==> src/rtl/fifo_pkg.sv <==
// fifo_pkg: shared sizing helpers and constants for the synchronous FIFO controller.
// Latency: n/a (package only).
// Backpressure: n/a (package only).
package fifo_pkg;

  // Output skid stage depth; two entries cover the one-cycle RAM read latency.
  localparam int SKID_DEPTH = 2;

  // Read/write pointer width: RAM address plus one wrap bit.
  function automatic int ptr_w(input int addr_w);
    return addr_w + 1;
  endfunction

  // Occupancy counter width: holds up to 2**addr_w + SKID_DEPTH words.
  function automatic int cnt_w(input int addr_w);
    return addr_w + 2;
  endfunction

endpackage

==> src/rtl/fifo_out_skid.sv <==
// fifo_out_skid: 2-entry output buffer fed by RAM read data, head presented first-word-fall-through.
// Latency: a captured word is visible at head_dat the cycle after capture.
// Backpressure: none internally; the fetch logic never issues a capture that would overflow.
//
// Ports:
//   clk, reset           clock, synchronous active-high reset
//   cap_vld, cap_dat     capture strobe and data (RAM read data this cycle)
//   pop                  head consumed this cycle (only asserted while head_vld)
//   head_dat, head_vld   oldest buffered word and its valid
//   stage_cnt            number of buffered words (0..2)
module fifo_out_skid
  import fifo_pkg::*;
#(
  parameter int DATA_W = 8
) (
  input  logic              clk,
  input  logic              reset,
  input  logic              cap_vld,
  input  logic [DATA_W-1:0] cap_dat,
  input  logic              pop,
  output logic [DATA_W-1:0] head_dat,
  output logic              head_vld,
  output logic [1:0]        stage_cnt
);

  localparam logic [1:0] FULL_CNT = 2'(SKID_DEPTH);

  logic [DATA_W-1:0] ent0;   // head
  logic [DATA_W-1:0] ent1;   // second-oldest

  assign head_dat = ent0;
  assign head_vld = (stage_cnt != 2'd0);

  always_ff @(posedge clk) begin
    if (reset) begin
      ent0      <= '0;
      ent1      <= '0;
      stage_cnt <= 2'd0;
    end else begin
      case ({cap_vld, pop})
        2'b11: begin
          // Pop and capture together: count unchanged, new word goes behind the survivor.
          if (stage_cnt == FULL_CNT) begin
            ent0 <= ent1;
            ent1 <= cap_dat;
          end else begin
            ent0 <= cap_dat;
          end
        end
        2'b10: begin
          if (stage_cnt == 2'd0) ent0 <= cap_dat;
          else                   ent1 <= cap_dat;
          stage_cnt <= stage_cnt + 2'd1;
        end
        2'b01: begin
          ent0      <= ent1;
          stage_cnt <= stage_cnt - 2'd1;
        end
        default: ;
      endcase
    end
  end

endmodule

==> src/rtl/fifo_sync_ctrl.sv <==
// fifo_sync_ctrl: synchronous FIFO controller around a two-port BRAM (write port B, registered-read port A).
// Latency: a word pushed into an empty FIFO appears at out_data two cycles later; 1 word/cycle sustained.
// Backpressure: in_ready drops only when the RAM is full; out side is valid/ready with FWFT head.
//
// Optional: define FIFO_CTRL_ERR_EN to add sticky ovf_err / udf_err protocol-error outputs.
// Ports:
//   clk, reset                        clock, synchronous active-high reset
//   in_data/in_valid/in_ready         write stream
//   out_data/out_valid/out_ready      read stream (first-word-fall-through)
//   count                             words held: RAM + in-flight fetch + output stage
//   ram_we/ram_waddr/ram_wdata        BRAM port B write
//   ram_raddr/ram_rdata               BRAM port A read (data valid one cycle after address)
module fifo_sync_ctrl
  import fifo_pkg::*;
#(
  parameter  int DATA_W = 8,
  parameter  int ADDR_W = 6,
  localparam int CNT_W  = cnt_w(ADDR_W)
) (
  input  logic              clk,
  input  logic              reset,
  input  logic [DATA_W-1:0] in_data,
  input  logic              in_valid,
  output logic              in_ready,
  output logic [DATA_W-1:0] out_data,
  output logic              out_valid,
  input  logic              out_ready,
  output logic [CNT_W-1:0]  count,
  output logic              ram_we,
  output logic [ADDR_W-1:0] ram_waddr,
  output logic [DATA_W-1:0] ram_wdata,
  output logic [ADDR_W-1:0] ram_raddr,
  input  logic [DATA_W-1:0] ram_rdata
`ifdef FIFO_CTRL_ERR_EN
  ,
  output logic              ovf_err,
  output logic              udf_err
`endif
);

  localparam int               PTR_W     = ptr_w(ADDR_W);
  localparam logic [PTR_W-1:0] RAM_DEPTH = PTR_W'(2 ** ADDR_W);
  localparam logic [2:0]       SKID_LIM  = 3'(SKID_DEPTH);

  logic [PTR_W-1:0] wptr;
  logic [PTR_W-1:0] rptr;
  logic [PTR_W-1:0] ram_cnt;
  logic             ram_full;
  logic             ram_empty;
  logic             pend;        // a RAM read was issued last cycle; ram_rdata is valid now
  logic [1:0]       stage_cnt;
  logic [2:0]       in_pipe;
  logic             push;
  logic             pop;
  logic             fetch;

  // Pointer difference wraps naturally thanks to the extra MSB.
  assign ram_cnt   = wptr - rptr;
  assign ram_full  = (ram_cnt == RAM_DEPTH);
  assign ram_empty = (ram_cnt == '0);

  assign in_ready = !ram_full;
  assign push     = in_valid && in_ready;
  assign pop      = out_valid && out_ready;

  // Words already committed to the output side (buffered or arriving next edge).
  // "stage_cnt + pend - pop < SKID_DEPTH" is rearranged to stay unsigned.
  assign in_pipe = {1'b0, stage_cnt} + {2'b00, pend};
  assign fetch   = !ram_empty && (in_pipe < (SKID_LIM + {2'b00, pop}));

  assign ram_we    = push && !reset;
  assign ram_waddr = wptr[ADDR_W-1:0];
  assign ram_wdata = in_data;
  assign ram_raddr = rptr[ADDR_W-1:0];

  always_ff @(posedge clk) begin
    if (reset) begin
      wptr  <= '0;
      rptr  <= '0;
      pend  <= 1'b0;
      count <= '0;
    end else begin
      if (push)  wptr <= wptr + PTR_W'(1);
      if (fetch) rptr <= rptr + PTR_W'(1);
      pend <= fetch;
      case ({push, pop})
        2'b10:   count <= count + CNT_W'(1);
        2'b01:   count <= count - CNT_W'(1);
        default: ;
      endcase
    end
  end

  // pend is cleared by reset, so read data in flight across a reset is never captured.
  fifo_out_skid #(
    .DATA_W (DATA_W)
  ) u_skid (
    .clk       (clk),
    .reset     (reset),
    .cap_vld   (pend),
    .cap_dat   (ram_rdata),
    .pop       (pop),
    .head_dat  (out_data),
    .head_vld  (out_valid),
    .stage_cnt (stage_cnt)
  );

`ifdef FIFO_CTRL_ERR_EN
  always_ff @(posedge clk) begin
    if (reset) begin
      ovf_err <= 1'b0;
      udf_err <= 1'b0;
    end else begin
      if (in_valid && !in_ready)   ovf_err <= 1'b1;
      if (out_ready && !out_valid) udf_err <= 1'b1;
    end
  end
`endif

endmodule

==> config.mk <==
export PLATFORM = sky130hd
export DESIGN_NAME = fifo_sync_ctrl
export DESIGN_NICKNAME = d
export VERILOG_FILES = /design/src/rtl/fifo_pkg.sv /design/src/rtl/fifo_out_skid.sv /design/src/rtl/fifo_sync_ctrl.sv
export SDC_FILE = /design/constraint.sdc
export NUM_CORES = 1
export LEC_CHECK = 0
export ABC_AREA = 1
export CAP_MARGIN = 20
export CORE_MARGIN = 2
export CORE_UTILIZATION = 56
export DETAILED_ROUTE_END_ITERATION = 12
export PLACE_DENSITY = 0.86
export RECOVER_POWER = 50
export SETUP_SLACK_MARGIN = 0.1
export SLEW_MARGIN = 20
export SYNTH_ARGS = -nofsm -noshare
export SYNTH_HDL_FRONTEND = slang
export SYNTH_SLANG_ARGS = --single-unit
==> constraint.sdc <==
create_clock -name clk -period 6.4 [get_ports clk]
set_input_delay 1.28 -clock clk [delete_from_list [all_inputs] [get_ports clk]]
set_output_delay 1.28 -clock clk [all_outputs]
set_load 0.02 [all_outputs]
==> run_results.csv, run 1 <==
group,metric,value,unit
sta,timing.final.ws_setup,2.06,ns
layout,final_nets,477,
sta,tightest_slew,0.983,ns
drt,wl_per_instance,11.7,um
drt,via_per_inst,5.30,
layout,areaGrowthSynthToFinish,14.5,%
drt,detailedRoute.firstPassIterationCount,4,
sta,timing.final.hold_violations,0,
drt,post-route-drc-count,0,
drt,postRouteAntennaNets,0,
worst_setup_path,setup.worst_path.class,"register to output pin",
yosys,synth.yosys.seq_area_share,29.0,%
yosys,yosys_warnings,0,
layout,n_fill_cell,439,
clock_tree,cts_tree,"yes",
placement,detailedPlacementHpwl,4300,um
worst_setup_path,cp-end-kind,"output pin",
sta,finalCritPeriodShare,67.8,%
yosys,yosysTopAreaCell,"sky130_fd_sc_hd__dfxtp_1",
sta,max_clock_freq,231,MHz
sta,tmin_final,4.34,ns
clock_tree,clockRootBuffer,"sky130_fd_sc_hd__clkbuf_8",
worst_setup_path,cp_data_required_time,5.12,ns
power,power_density,424,nW/um^2
worst_setup_path,critical_path.most_common_cell,"sky130_fd_sc_hd__nand2_1",
floorplan,die_x,75.1,um
clock_tree,cts_resized,0,
floorplan,die_y,75.1,um
clock_tree,clock_insertion_delay_worst_skew,0.30,ns
sta,setup-tns-final,0,ns
floorplan,dieArea,5640,um^2
grt,number_of_global_route_vias_before_repair,2260,
worst_setup_path,critPathLaunchType,"register",
sta,setup_viol_count_final,0,
clock_tree,sink_count_of_the_clock_tree,41,
power,power.static_leakage,1.57,nW
worst_setup_path,cp_arrival,3.06,ns
grt,globalRouteTotalUtil,21.6,%
hold_path,worst_hold_path_type,"register to register",
drt,dr_total_vias,2673,
floorplan,placement_rows,25,
run_status,outcome,"completed",
yosys,synthDominantCellAreaShare,29.0,%
floorplan,pin_count,59,
drt,first_drt_iteration_drcs,100,
clock_tree,clkTransAtPathRegs,0.09,ns
floorplan,initial_core_util,59.2,%
placement,port_buffers,42,
worst_setup_path,critical_path.max_fanout,14,
job,maxCapViolCount,0,
grt,grt_first_pass_wirelength,9600,um
power,vdd.ir_drop.worst,0.259,mV
sta,finalMaxSlewViolations,0,
layout,final_layout_size_suffix_gt1_share,5.72,%
drt,routed_wire_length,5900,um
grt,pin_count_of_the_biggest_net_entering_global_routing,36,
clock_tree,clock_path_buffers,2,
clock_tree,cts.htree.levels,2,
floorplan,core_area,4790,um^2
layout,antennaDiodeCount,0,
layout,multi_input_area,1540,um^2
yosys,synth_area_leaders,"sky130_fd_sc_hd__dfxtp_1 (29%), sky130_fd_sc_hd__nand2_1 (10%), sky130_fd_sc_hd__ha_1 (8.8%)",
yosys,avg_cell_area_syn,6.76,um^2
yosys,post_synth_inst_count,419,
yosys,synth.net_count,460,
worst_setup_path,slowest_delay,0.60,ns
placement,routabilityCongestion,0.859,
sta,clock-skew-final,0.00901,ns
sta,grt_setup_unrepaired,"no",
yosys,synthDistinctLibCells,32,
clock_tree,cts_hold_buf,0,
worst_setup_path,cpMaxStageDelayCell,"sky130_fd_sc_hd__clkdlybuf4s50_1",
placement,dp_worst_setup_slack,2.34,ns
clock_tree,cts_setup_buffers,0,
yosys,syn-cell-area,2830,um^2
clock_tree,cts_buffers,5,
grt,grt.overflow.total,0,
yosys,synthesis_stage_register_bit_count,41,
sta,relSlewSlack,34.1,%
worst_setup_path,critical_path.cell_chain,"inv_1 -> ha_1 -> nand2_1 -> nor2_1 -> nand2_1 -> nand3_1 -> nand2_1 -> nand2_1 -> nor2_1 -> nand2_1 -> nand2_1 -> nor2_1 -> clkdlybuf4s50_1",
layout,seq_area,821,um^2
grt,antenna_found_initial,0,
## routing by layer
metal / up-vias / GRT usage [%] / wire length, um
met5: - / 0 / 0
met2: 74 / 36.5 / 2870
met1: 1209 / 27.3 / 2650
met3: 6 / 4.69 / 313
met4: 0 / 7.34 / 72
li1: 1384 / - / -
## cells in the final DEF (no fill, tap or decap), types with 16 or more instances in the layout
master / count
sky130_fd_sc_hd__ha_1: 20
sky130_fd_sc_hd__nand2_1: 79
sky130_fd_sc_hd__inv_1: 60
sky130_fd_sc_hd__dfxtp_1: 41
sky130_fd_sc_hd__dlygate4sd3_1: 26
sky130_fd_sc_hd__o21ai_0: 35
sky130_fd_sc_hd__a21oi_1: 39
sky130_fd_sc_hd__clkdlybuf4s50_1: 16
sky130_fd_sc_hd__nand3_1: 16
sky130_fd_sc_hd__nor2_1: 37
## flip-flops by register name, indices dropped and copies added (netlist names)
signal	flops
count	8
pend	1
rptr	7
u_skid.ent1	8
u_skid.head_dat	8
u_skid.stage_cnt	2
wptr	7
## layout make-up
| cell class | count | area share (%) |
|---|---|---|
| inverters | 65 | 7.52 |
| clock inverters | 3 | 2.12 |
| flip-flops and latches | 41 | 25.3 |
| multi-input cells | 281 | 47.4 |
| repair buffers | 42 | 13.0 |
| clock buffers | 5 | 2.12 |
| well taps | 67 | 2.58 |
## path summary, 6_finish.rpt
path	from	endpoint	slack, ns	depth (start not counted)
worst max-delay path	rptr[3]	ram_we	2.06	13
worst min-delay path	u_skid.ent1[7]	u_skid.ent1[7]	0.48	2
worst max register to register	rptr[3]	count[7]	2.72	20
worst min register to register	u_skid.ent1[7]	u_skid.ent1[7]	0.48	2
## critical path, delay by kind of cell (launching register included)
family | cells | cell delay [ns]
DFF | 1 | 0.42
adders and majority gates | 1 | 0.36
buffers and inverters | 2 | 0.71
and+or+nand+nor | 10 | 1.25
## per-stage QoR
step / area, um^2 / total power, mW / instances / util (%) / hold WS [ns]
floorplan: 2830 / 0.949 / 419 / - / 0.441
global placement: 3110 / 1.12 / 496 / 65.0 / 0.450
detailed placement: 3110 / 1.14 / 496 / 65.0 / 0.465
CTS: 3250 / 1.40 / 504 / 67.9 / 0.480
global route: 3240 / 1.50 / 504 / 67.8 / 0.493
finish: 3240 / 1.38 / 504 / 67.8 / 0.483
## power breakdown
part | switching [mW] | total, mW | internal (mW)
registers | 0.0657 | 0.401 | 0.336
logic | 0.456 | 0.720 | 0.264
clock network | 0.0975 | 0.255 | 0.157
## cells in the mapped netlist
library cell and number:
sky130_fd_sc_hd__a31o_2 1, sky130_fd_sc_hd__dfxtp_1 41, sky130_fd_sc_hd__nor2_1 37, sky130_fd_sc_hd__nand3_1 16, sky130_fd_sc_hd__buf_6 2, sky130_fd_sc_hd__o21ai_1 2, sky130_fd_sc_hd__nand2_2 5, sky130_fd_sc_hd__nor2_2 1
sky130_fd_sc_hd__ha_1 20, sky130_fd_sc_hd__xnor2_1 1, sky130_fd_sc_hd__clkbuf_8 1, sky130_fd_sc_hd__inv_2 3, sky130_fd_sc_hd__inv_1 60, sky130_fd_sc_hd__o21ai_0 34, sky130_fd_sc_hd__clkinv_1 2, sky130_fd_sc_hd__xor2_1 5
sky130_fd_sc_hd__nand2_1 78, sky130_fd_sc_hd__or2_2 1, sky130_fd_sc_hd__a21oi_1 39, sky130_fd_sc_hd__o22ai_1 8, sky130_fd_sc_hd__o211ai_1 1, sky130_fd_sc_hd__o21bai_1 1, sky130_fd_sc_hd__nand3b_1 3, sky130_fd_sc_hd__buf_2 3
sky130_fd_sc_hd__clkbuf_1 6, sky130_fd_sc_hd__nor3_1 4, sky130_fd_sc_hd__o21ai_2 1, sky130_fd_sc_hd__a31oi_1 9, sky130_fd_sc_hd__fa_1 1, sky130_fd_sc_hd__nand3_2 7, sky130_fd_sc_hd__buf_4 20, sky130_fd_sc_hd__nand4_1 6
## cell families after synthesis
logic type               count (synthesis)  share of synthesized area (%)
XOR/XNOR                                 6                           1.86
AO/OA/AOI/OAI                           96                           18.2
flip-flops                              41                           29.0
adder cells (fa/ha/maj)                 21                           9.54
buffers and inverters                   97                           16.5
AND/OR/NAND/NOR                        158                           24.9
Power figures use the tool's default switching activity.
==> inputs of run 2 (changes only) <==
CORE_UTILIZATION = 47   (was 56)
PLACE_DENSITY = 0.77   (was 0.86)
clock period = 3.7 ns   (was 6.4 ns; I/O delays follow)
==> run_results.csv, run 2 (synthesized netlist as in run 1, its figures left out) <==
group,metric,value,unit
sta,grt_setup_unrepaired,"no",
drt,routed_wire_length,6090,um
grt,antenna_found_initial,0,
sta,timing.final.ws_setup,0.351,ns
floorplan,die_x,81.6,um
power,vdd.ir_drop.worst,0.446,mV
sta,finalMaxSlewViolations,0,
clock_tree,sink_count_of_the_clock_tree,41,
layout,final_nets,480,
sta,tightest_slew,1.05,ns
worst_setup_path,cp_data_required_time,2.96,ns
clock_tree,cts.htree.levels,2,
placement,dp_worst_setup_slack,0.459,ns
layout,mostFrequentLayoutCells,"sky130_fd_sc_hd__nand2_1 (78), sky130_fd_sc_hd__inv_1 (60), sky130_fd_sc_hd__dfxtp_1 (41), sky130_fd_sc_hd__a21oi_1 (39), sky130_fd_sc_hd__nor2_1 (37)",
drt,post-route-drc-count,0,
worst_setup_path,cp_arrival,2.61,ns
floorplan,dieArea,6660,um^2
grt,globalRouteTotalUtil,19.4,%
power,power_density,697,nW/um^2
run_status,outcome,"completed",
worst_setup_path,slowest_delay,0.63,ns
job,maxCapViolCount,0,
floorplan,die_y,81.6,um
layout,antennaDiodeCount,0,
floorplan,pin_count,59,
worst_setup_path,critical_path.max_fanout,13,
drt,via_per_inst,5.12,
grt,grt.overflow.total,0,
clock_tree,clock_insertion_delay_worst_skew,0.29,ns
grt,grt_first_pass_wirelength,10300,um
sta,tmin_final,3.35,ns
worst_setup_path,cp-end-kind,"output pin",
power,power.static_leakage,1.56,nW
sta,relSlewSlack,29.2,%
clock_tree,clockRootBuffer,"sky130_fd_sc_hd__clkbuf_8",
worst_setup_path,setup.worst_path.class,"register to output pin",
grt,pin_count_of_the_biggest_net_entering_global_routing,25,
placement,port_buffers,42,
placement,detailedPlacementHpwl,4500,um
sta,timing.final.hold_violations,0,
drt,postRouteAntennaNets,0,
layout,final_layout_size_suffix_gt1_share,7.05,%
clock_tree,cts_setup_buffers,0,
grt,number_of_global_route_vias_before_repair,2385,
sta,setup-tns-final,0,ns
floorplan,placement_rows,28,
worst_setup_path,critical_path.most_common_cell,"sky130_fd_sc_hd__nand2_1",
worst_setup_path,cpMaxStageDelayCell,"sky130_fd_sc_hd__clkdlybuf4s50_1",
worst_setup_path,critical_path.cell_chain,"inv_1 -> ha_1 -> nand2_1 -> nor2_1 -> nand2_1 -> nand3_1 -> nand2_1 -> nand2_1 -> nor2_1 -> nand2_2 -> buf_4 -> clkdlybuf4s50_1",
sta,finalCritPeriodShare,90.5,%
clock_tree,cts_buffers,5,
clock_tree,cts_tree,"yes",
sta,setup_viol_count_final,0,
worst_setup_path,critPathLaunchType,"register",
floorplan,initial_core_util,48.1,%
drt,first_drt_iteration_drcs,114,
drt,detailedRoute.firstPassIterationCount,4,
layout,n_fill_cell,588,
layout,areaGrowthSynthToFinish,14.2,%
clock_tree,clock_path_buffers,2,
sta,clock-skew-final,0.0103,ns
drt,dr_total_vias,2639,
clock_tree,clkTransAtPathRegs,0.08,ns
hold_path,worst_hold_path_type,"register to register",
drt,wl_per_instance,11.8,um
layout,layout_commonest_cell,"sky130_fd_sc_hd__nand2_1",
floorplan,core_area,5890,um^2
placement,routabilityCongestion,0.853,
sta,max_clock_freq,299,MHz
==> run 2: changes by cell type in the layout (fill, tap and decap cells not counted), sizes merged <==
cell / before / now
buf: 0 / 3
dlygate4sd3: 26 / 27
clkinvlp: 0 / 1
inv: 64 / 63
bufinv: 2 / 0
clkdlybuf4s50: 16 / 15
clkinv: 2 / 4
==> run 2: power breakdown <==
| group | leakage [nW] | switching (mW) | internal [mW] |
|---|---|---|---|
| Clock | 0.0439 | 0.159 | 0.130 |
| Combinational | 1.18 | 0.795 | 0.473 |
| Sequential | 0.337 | 0.116 | 0.581 |
==> run 2: path summary, 6_finish.rpt <==
path	endpoint	slack, ns	depth (start not counted)	from
setup reg to reg	count[5]	0.56	20	rptr[2]
setup / recovery	in_ready	0.35	12	rptr[2]
hold reg to reg	u_skid.ent1[4]	0.47	2	u_skid.ent1[4]
hold / removal	u_skid.ent1[4]	0.47	2	u_skid.ent1[4]
==> run 2: per-stage QoR <==
step	util [%]	std cells	total power [mW]	hold WS [ns]	area [um^2]
after global placement	53.4	507	1.95	0.450	3140
after global routing	54.9	515	2.47	0.503	3230
after CTS	54.9	515	2.30	0.470	3230
final	54.9	515	2.25	0.468	3230
after detailed placement	53.4	507	1.99	0.457	3140
after floorplan	-	419	1.64	0.441	2830
==> run 2: worst max-delay path: cells and delay by family (launching register included) <==
family / cells / cell delay [ns]
buffers and inverters: 3 / 0.92
adders and majority gates: 1 / 0.39
and+or+nand+nor: 8 / 0.60
DFF: 1 / 0.41
==> run 2: what timing repair did <==
action,CTS,global route
resized for setup,0,1
hold buffers,0,0
setup endpoints to repair,0,1
==> run 2: layer usage <==
metal	part of all wire (%)	track usage (%)	vias to the layer above
met5	0	0	-
met4	1.6	6.67	0
met3	4.1	3.08	10
met2	48	33.1	54
met1	46	24.7	1186
li1	-	-	1389
==> run 2: final cells by class <==
cell class	instances	area (um^2)	area share [%]
multi-input cells	281	1550	47.8
flip-flops and latches	41	821	25.4
repair buffers	45	443	13.7
inverters	65	244	7.55
well taps	75	93.8	2.90
clock buffers	5	68.8	2.13
clock inverters	3	17.5	0.542
